<file path="src/rtl/touch_poller_pkg.sv">
// Shared I2C types plus the FT6206 touch-poller state encoding and constants.
package touch_poller_pkg;

    typedef enum logic {
        I2C_WRITE = 1'b0,
        I2C_READ  = 1'b1
    } i2c_transaction_t;

    typedef enum logic [2:0] {
        S_WAIT,
        S_REQ,
        S_XFER_LO,
        S_XFER_HI,
        S_DONE,
        S_ERR
    } touch_poller_state_t;

    localparam logic [6:0] FT_ADDR          = 7'h38;
    localparam logic [7:0] FT_REG_TD_STATUS = 8'h02;
    localparam int         FT_NUM_READS     = 5;

    // TD_STATUS low nibble above 2 is not a legal touch count; report no touch.
    function automatic logic [1:0] decode_touches(input logic [3:0] status);
        return (status > 4'd2) ? 2'd0 : status[1:0];
    endfunction

endpackage

</file>
<file path="src/rtl/touch_poller.sv">
// Polls an FT6206-class touch controller through the single-byte I2C controller
// and publishes touch count and P1 coordinates atomically.
module touch_poller
    import touch_poller_pkg::*;
#(
    parameter int         CLK_HZ         = 12_000_000,
    parameter logic [6:0] TARGET_ADDR    = FT_ADDR,
    parameter logic [7:0] START_REG      = FT_REG_TD_STATUS,
    parameter int         POLL_CYCLES    = CLK_HZ / 100,
    parameter int         TIMEOUT_CYCLES = 2_000
) (
    input  logic             clk,
    input  logic             rst,
    input  logic             enable,
    output i2c_transaction_t ctl_mode,
    input  logic             ctl_i_ready,
    output logic             ctl_i_valid,
    output logic [6:0]       ctl_i_addr,
    output logic [7:0]       ctl_i_data,
    output logic             ctl_o_ready,
    input  logic             ctl_o_valid,
    input  logic [7:0]       ctl_o_data,
    output logic [1:0]       touches,
    output logic [11:0]      touch_x,
    output logic [11:0]      touch_y,
    output logic             sample_valid,
    output logic             busy,
    output logic             last_error,
    output logic [7:0]       error_count
);

    localparam int NUM_READS = FT_NUM_READS;
    localparam int PW = (POLL_CYCLES > 1) ? $clog2(POLL_CYCLES) : 1;
    localparam int TW = (TIMEOUT_CYCLES > 1) ? $clog2(TIMEOUT_CYCLES) : 1;

    touch_poller_state_t state_q, state_d;
    i2c_transaction_t    mode_q;
    logic [PW-1:0]       poll_cnt;
    logic [TW-1:0]       to_cnt;
    logic [2:0]          idx_q;
    logic [7:0]          rx_buf [NUM_READS];
    logic                store;
    logic                timed_out;
    logic                unused_bits;

    assign timed_out   = (to_cnt >= TW'(TIMEOUT_CYCLES - 1));
    assign ctl_mode    = mode_q;
    assign ctl_i_valid = (state_q == S_REQ);
    assign ctl_i_addr  = TARGET_ADDR;
    assign ctl_i_data  = (mode_q == I2C_WRITE) ? START_REG : 8'h00;
    assign ctl_o_ready = 1'b1;
    assign busy        = (state_q != S_WAIT);
    assign unused_bits = &{1'b0, rx_buf[0][7:4], rx_buf[1][7:4], rx_buf[3][7:4]};

    // Completion is tested before the timeout so it wins when both coincide.
    always_comb begin
        state_d = state_q;
        store   = 1'b0;
        case (state_q)
            S_WAIT:    if (poll_cnt == '0 && enable) state_d = S_REQ;
            S_REQ:     if (ctl_i_ready) state_d = S_XFER_LO;
                       else if (timed_out) state_d = S_ERR;
            S_XFER_LO: if (!ctl_i_ready) state_d = S_XFER_HI;
                       else if (timed_out) state_d = S_ERR;
            S_XFER_HI: begin
                if (ctl_i_ready) begin
                    if (mode_q == I2C_WRITE) begin
                        state_d = S_REQ;
                    end else if (ctl_o_valid) begin
                        store   = 1'b1;
                        state_d = (idx_q == 3'(NUM_READS - 1)) ? S_DONE : S_REQ;
                    end else begin
                        state_d = S_ERR;
                    end
                end else if (timed_out) begin
                    state_d = S_ERR;
                end
            end
            default:   state_d = S_WAIT;
        endcase
    end

    always_ff @(posedge clk) begin
        if (rst) begin
            state_q      <= S_WAIT;
            mode_q       <= I2C_WRITE;
            poll_cnt     <= PW'(POLL_CYCLES - 1);
            to_cnt       <= '0;
            idx_q        <= '0;
            touches      <= '0;
            touch_x      <= '0;
            touch_y      <= '0;
            sample_valid <= 1'b0;
            last_error   <= 1'b0;
            error_count  <= '0;
        end else begin
            state_q      <= state_d;
            sample_valid <= 1'b0;

            if (state_d == S_WAIT && state_q != S_WAIT)
                poll_cnt <= PW'(POLL_CYCLES - 1);
            else if (state_q == S_WAIT && poll_cnt != '0)
                poll_cnt <= poll_cnt - 1'b1;

            if (state_d == S_REQ && state_q != S_REQ)
                to_cnt <= '0;
            else if (state_q inside {S_REQ, S_XFER_LO, S_XFER_HI})
                to_cnt <= to_cnt + 1'b1;

            if (state_q == S_WAIT && state_d == S_REQ) begin
                mode_q <= I2C_WRITE;
                idx_q  <= '0;
            end else if (state_q == S_XFER_HI && state_d == S_REQ) begin
                mode_q <= I2C_READ;
            end

            if (store)
                idx_q <= idx_q + 1'b1;

            if (state_q == S_DONE) begin
                touches      <= decode_touches(rx_buf[0][3:0]);
                touch_x      <= {rx_buf[1][3:0], rx_buf[2]};
                touch_y      <= {rx_buf[3][3:0], rx_buf[4]};
                sample_valid <= 1'b1;
                last_error   <= 1'b0;
            end

            if (state_q == S_ERR) begin
                last_error <= 1'b1;
                if (error_count != 8'hFF)
                    error_count <= error_count + 1'b1;
            end
        end
    end

    // NOTE: the receive buffer is deliberately left out of reset; every byte is
    // rewritten before S_DONE reads it, so resetting it would only add fan-out.
    always_ff @(posedge clk) begin
        if (store)
            rx_buf[idx_q] <= ctl_o_data;
    end

endmodule
</file>
<file path="config.mk">
export PLATFORM = sky130hd
export DESIGN_NAME = touch_poller
export DESIGN_NICKNAME = d
export VERILOG_FILES = /design/src/rtl/touch_poller_pkg.sv /design/src/rtl/touch_poller.sv
export SDC_FILE = /design/constraint.sdc
export NUM_CORES = 1
export LEC_CHECK = 0
export CAP_MARGIN = 5
export CORE_AREA = 4 4 101 103
export CTS_CLUSTER_DIAMETER = 200
export DETAILED_ROUTE_END_ITERATION = 12
export DIE_AREA = 0 0 105 107
export PLACE_DENSITY = 0.77
export SYNTH_ARGS = -nofsm -noshare
export SYNTH_HDL_FRONTEND = slang
export SYNTH_SLANG_ARGS = --single-unit
</file>
<file path="constraint.sdc">
create_clock -name clk -period 2.6 [get_ports clk]
set_clock_uncertainty 0.15 [all_clocks]
set_input_delay 0.26 -clock clk [delete_from_list [all_inputs] [get_ports clk]]
set_output_delay 0.26 -clock clk [all_outputs]
set_load 0.005 [all_outputs]
</file>
==> run summary <==
Pin count of the biggest net entering global routing - 55
Warnings, synthesis - 0
Total Nets Final - 497
Worst slew pin tran - 0.8891 ns
Power Density - 525.9 mW/mm²
Crit Path Category - reg2reg
IO Pins - 68
H-tree Lvls - 3
Crit path largest cell delay - 0.58 ns
Internal - 2001 µW
Die area - 0.01124 mm²
Vias - 3,162
Number of post-CTS setup repair buffers - 0
DRT Pass-1 Iters - 4
Mapped cell area - 0.004239 mm²
Die Height - 107 µm
Area grow syn2layout - 19.57%
Post-synth cell types - 53
Sequential share of power - 0.597
Cell Rows - 35
Most frequent cells in the layout - nand2_1, dfxtp_1, clkdlybuf4s50_1, a21oi_1, edfxtp_1
Clock Root Buffer - clkbuf_8
Initial DRC count - 150
Vias in the first global route - 3,026
EDFF count, synth - 28
Dpl cells - 578
Combinational share of power - 0.026
N_diodes - 0
Dominant cell type by area after synthesis - dfxtp_1
Total GRT Usage - 0.1564
Clk sinks - 99
Total CTS buffers - 9
Synthesized flop and latch total - 99
Vias/cell - 5.323
Buffers on Ports - 52
P_leak - 0.001731 µW
Slowest CP cell - or4_4
TNS Setup - 0 ns
Final Max Tran Viols - 0
Initial Util - 0.4610
GPL Wtd Cong - 0.8509
Synth Flop Type - dfxtp_1
Initial antenna violation count - 0
CP startpoint kind - flip-flop
Clk_lat worst skew - 0.37 ns
Synth top area cells - dfxtp_1, edfxtp_1, nand2_1
Hold Violations, Final - 0
Clk pin slew, worst setup/hold paths - 0.11 ns
Status - finished, final reports clean
Post-route ant nets - 0
Commonest non-fill, non-tap cell in the layout - nand2_1
VDD IR max - 0.3033 mV
Rel. slew slack - 0.4051
CP Max Fanout - 12
First-pass GRT wire length - 14,230 µm
Switching Share - 0.2494
CTS Hold Bufs - 0
Max Cap Violations - 0
CTS tree - built
Dpl hpwl - 6212 µm
WP data required - 2.67 ns
Residual DRC count - 0
Final setup violation count - 0
Clock group share of total power - 0.377
Non-filler cells, final - 594
Worst Path Arrival - 2.53 ns
Worst hold path type - in2reg
Crit path time final - 2.462 ns
CP cell instances - or4_1 -> or4_4 -> nor4_4 -> or3_4 -> a211oi_1
Max Root-Sink Buffers - 2
RSZ-0062 raised after global routing - no
Cells after Synth - 423
Asr flop ratio synth - 0
Layout cells sized above 1 - 0.1139
CP top delay family - simple AND/OR/NAND/NOR gates
Worst Setup End Kind - flip-flop
Post-Route WL - 8716 µm
Final period util - 0.9469
Seq/Total Area, Yosys - 0.5336
Avg Cell Area, Syn - 10.02 µm²
Routed WL per cell - 14.67 µm
CP Buf/Inv Count - 0
Post-synth top area share - 0.3353
Fmax achieved - 406.2 MHz
Sw Pwr - 664.8 µW
Core area - 0.009196 mm²
Die width - 105 µm
Gr ovfl total - 0
## power by group through the flow
stage               clock [µW]  combinational (µW)  sequential (µW)
detailed placement           0                67.4             1630
global route              1100                76.0             1590
global placement             0                66.0             1630
floorplan                    0                50.9             1630
finish                    1010                68.3             1590
CTS                       1030                67.5             1590
## path summary, 6_finish.rpt
kind,start,depth (start not counted),to,slack (ns)
worst max-delay path,poll_cnt[8],5,to_cnt[0],0.14
worst min-delay path,rst,3,poll_cnt[11],0.09
worst max register to register,poll_cnt[8],5,to_cnt[0],0.14
worst min register to register,touch_y[11],2,touch_y[11],0.31
## logic make-up (layout without fill, tap and decap cells)
family          after synthesis  count (layout)  synth area share
mux                           4               4           0.01004
buf+inv                      46              93           0.06169
other cells                   2              15          0.001772
compound gates               65              65            0.1086
flops                        99              99            0.5336
xor+xnor                     29              29           0.05992
simple gates                172             172            0.2066
fa+ha+maj                     6               6           0.01771
## synthesized netlist by cell type, drive strengths merged (9+ instances only)
master / number
a211oi: 12
a21oi: 31
buf: 19
clkbuf: 17
dfxtp: 71
edfxtp: 28
inv: 10
nand2: 72
nand3: 9
nand4: 11
nor2: 26
nor3: 10
nor4: 9
xor2: 24
## per-stage QoR
step | hold slack [ns] | util | cell area [µm²] | worst slack, ns | power (µW)
detailed placement | 0.2966 | 0.5265 | 4842 | 0.09329 | 1694
floorplan | 0.2089 | - | 4288 | 0.1562 | 1676
global placement | 0.2921 | 0.5265 | 4842 | 0.1519 | 1692
CTS | 0.07075 | 0.5499 | 5057 | 0.06318 | 2693
finish | 0.08885 | 0.5512 | 5069 | 0.1380 | 2665
global route | 0.08903 | 0.5512 | 5069 | 0.04918 | 2767
## routing by layer
metal / track usage / share of wire / routed length (µm)
met5: 0 / 0 / 0
met4: 0.04124 / 0.0096 / 84
met3: 0.03733 / 0.051 / 441
met2: 0.2722 / 0.49 / 4258
met1: 0.1950 / 0.45 / 3931
## cell type report
| type | instances | area, µm² |
|---|---|---|
| fillers | 818 | 4128 |
| well taps | 111 | 138.9 |
| clock buffers | 9 | 123.9 |
| clock inverters | 7 | 91.34 |
| multi-input cells | 291 | 1787 |
| repair buffers | 67 | 628.1 |
| flip-flops and latches | 99 | 2262 |
| inverters | 10 | 37.54 |
## what timing repair did
| item | CTS | global route |
|---|---|---|
| hold endpoints to repair | 0 | 0 |
| endpoints found under the setup margin | 0 | 7 |
| gates resized for setup | 0 | 2 |
## worst reg2reg max path, cell delays in order, from the launching register on
cell and delay [ns]:
dfxtp_1 0.37, or4_1 0.57, or4_4 0.58, nor4_4 0.25, or3_4 0.30, a211oi_1 0.10
## state kept, by name, indices dropped and copies added, names as in the netlist
register	flops
idx_q	3
last_error	1
rx_buf	28
touch_x	12
ctl_mode	1
state_q	3
touches	2
error_count	8
to_cnt	11
touch_y	12
sample_valid	1
poll_cnt	17
Note: power is estimated with default switching activity, not from simulation.
==> patch, RTL diff (same flow settings) <==
The parameter `TIMEOUT_CYCLES` goes from 2_000 to 1_000.
--- a/src/rtl/touch_poller.sv
+++ b/src/rtl/touch_poller.sv
@@ -8,5 +8,5 @@
     parameter logic [7:0] START_REG      = FT_REG_TD_STATUS,
     parameter int         POLL_CYCLES    = CLK_HZ / 100,
-    parameter int         TIMEOUT_CYCLES = 2_000
+    parameter int         TIMEOUT_CYCLES = 1_000
 ) (
     input  logic             clk,
Check against the original RTL: same outputs for any inputs over 10 cycles, from zero or initial values and one cycle with rst high; that may be too few to reach the edited logic, so the function may still have changed.
==> patch against the original RTL <==
Critical path depth did not move. Hold slack improved by 52 ps. Final cell count shrank 0.84%. Routed wire length shrank 3.9%. Synthesized area is 3.3% lower. Die area unchanged. Worst setup slack improved by 4.9 ps. Power is 3.9% lower. Sequential cell count decreased by 1. Cell area fell by 2.6%. Largest cell class unchanged.
==> patch: results (changes against the original RTL) <==
[pwr]
pwr.group.clock_uw=916  ; -9%
p_leak_nw=1.655  ; -4.4%
powerComb_uw=71.5  ; +4.7%
peakVddDrop_mv=0.2864  ; -5.6%
switching_share_pct=23.32  ; -1.6 points
intPower_mw=1.965  ; -1.8%

[drt]
viasPerCell=5.224  ; -1.9%
dr.pass1.iters=4  ; unchanged
first_iter_violations=160  ; +6.7%
drt-total-wl_um=8379  ; -3.9%
wire_per_inst_um=14.23  ; -3.1%

[worst_setup_path]
slowest_stage=or4_4
cp-startpoint=poll_cnt[8]
rr_worst_depth=5  ; unchanged
arrival_ps=2530  ; about the same
rrSetupSlack_ps=140
crit_end=to_cnt[9]
max_stage_delay_ps=610  ; +30 ps
cp_max_fo=7  ; -5

[clock_network]
htree_levels=3  ; unchanged
root_buffer=clkbuf_8
clk_latency_ps=350  ; -20 ps
cts_made_buffers=9  ; unchanged
clk_pin_slew_ps=100
cts_buffer_depth=2  ; unchanged
cts-resized-gates=0  ; unchanged
cts_setup_buffers=0  ; unchanged

[timing]
worst_pin_slew_ps=899.3  ; +10.14 ps
whs_ps=141.0  ; +52.16 ps
hold_viol=0  ; unchanged
period_minus_slack_ps=2457  ; -4.875 ps

[synthesis]
ys.warnings.count=0  ; unchanged
ys_seq_area_share_pct=54.72  ; +1.4 points
yosysUniqueCellTypes=43  ; -19%
synthCells=420  ; -0.71%
synthTopCellsByArea=dfxtp_1 34%, edfxtp_1 21%, nand2_1 6.7%, a21oi_1 4.4%, xor2_1 3.8%
synth_edf_count=28  ; unchanged
synth_common_cells=73 x nand2_1, 70 x dfxtp_1, 36 x a21oi_1, 28 x edfxtp_1, 20 x clkbuf_1
synthArstFlopShare_pct=0  ; unchanged

[run_status]
outcome=completed

[place]
hpwlAfterDp_um=5565  ; -10%
place_ws_ps=-69.07  ; -162.4 ps
io_buffer_count=52  ; unchanged
gp_congestion=0.8012  ; -5.8%
dp_cells=568  ; -1.7%
place_area_um2=4668  ; -3.6%

[layout]
reg_top3=rx_buf: 28 flops, poll_cnt: 17 flops
fin_nets=492  ; -1.0%
antenna_cells=0  ; unchanged
fillers=820  ; +0.24%
drive_above_1_share_pct=9.833  ; -1.6 points

[global_routing]
grt_use_total_pct=14.27  ; -1.4 points
grt_pass1_wl_um=13250  ; -6.9%
overflow=0  ; unchanged
grt_max_degree=54  ; -1.8%
grt_pass1_vias=2844  ; -6.0%

[worst_hold_path]
holdPathEnd=poll_cnt[11]
holdCritPathClass=in -> reg
hold_depth=3  ; unchanged
worstHoldStart=rst

[patch: layer usage]
metal	track usage, %	up-vias	part of all wire [%]
li1	-	1545	-
met1	18.00	1439	45
met2	23.92	82	47
met3	4.576	11	6.1
met4	3.280	0	0.98
met5	0	-	0
[patch: logic make-up (layout without fill, tap and decap cells)]
logic type	Yosys count	in the layout	share of synthesized area, %
muxes	2	2	0.4886
and+or+nand+nor	173	173	20.95
other	2	15	0.1833
DFF	98	98	54.72
buffers and inverters	47	91	6.107
xor gates and xnor gates	26	26	5.557
AOI/OAI and AO/OA	66	67	10.17
adders and majority gates	6	6	1.832
[patch: layout make-up]
class	count	area (um2)	share of cell area [%]
multi-input cells	289	1709	34.62
repair buffers	67	625.6	12.67
inverters	8	30.03	0.6082
flip-flops and latches	98	2245	45.46
well taps	111	138.9	2.813
clock inverters	7	65.06	1.318
clock buffers	9	123.9	2.509
[patch: critical path: cells and delay by family (launching register included)]
family	cells	cell delay [ps]
AOI/OAI and AO/OA	2	280
DFF	1	370
and+or+nand+nor	3	1530
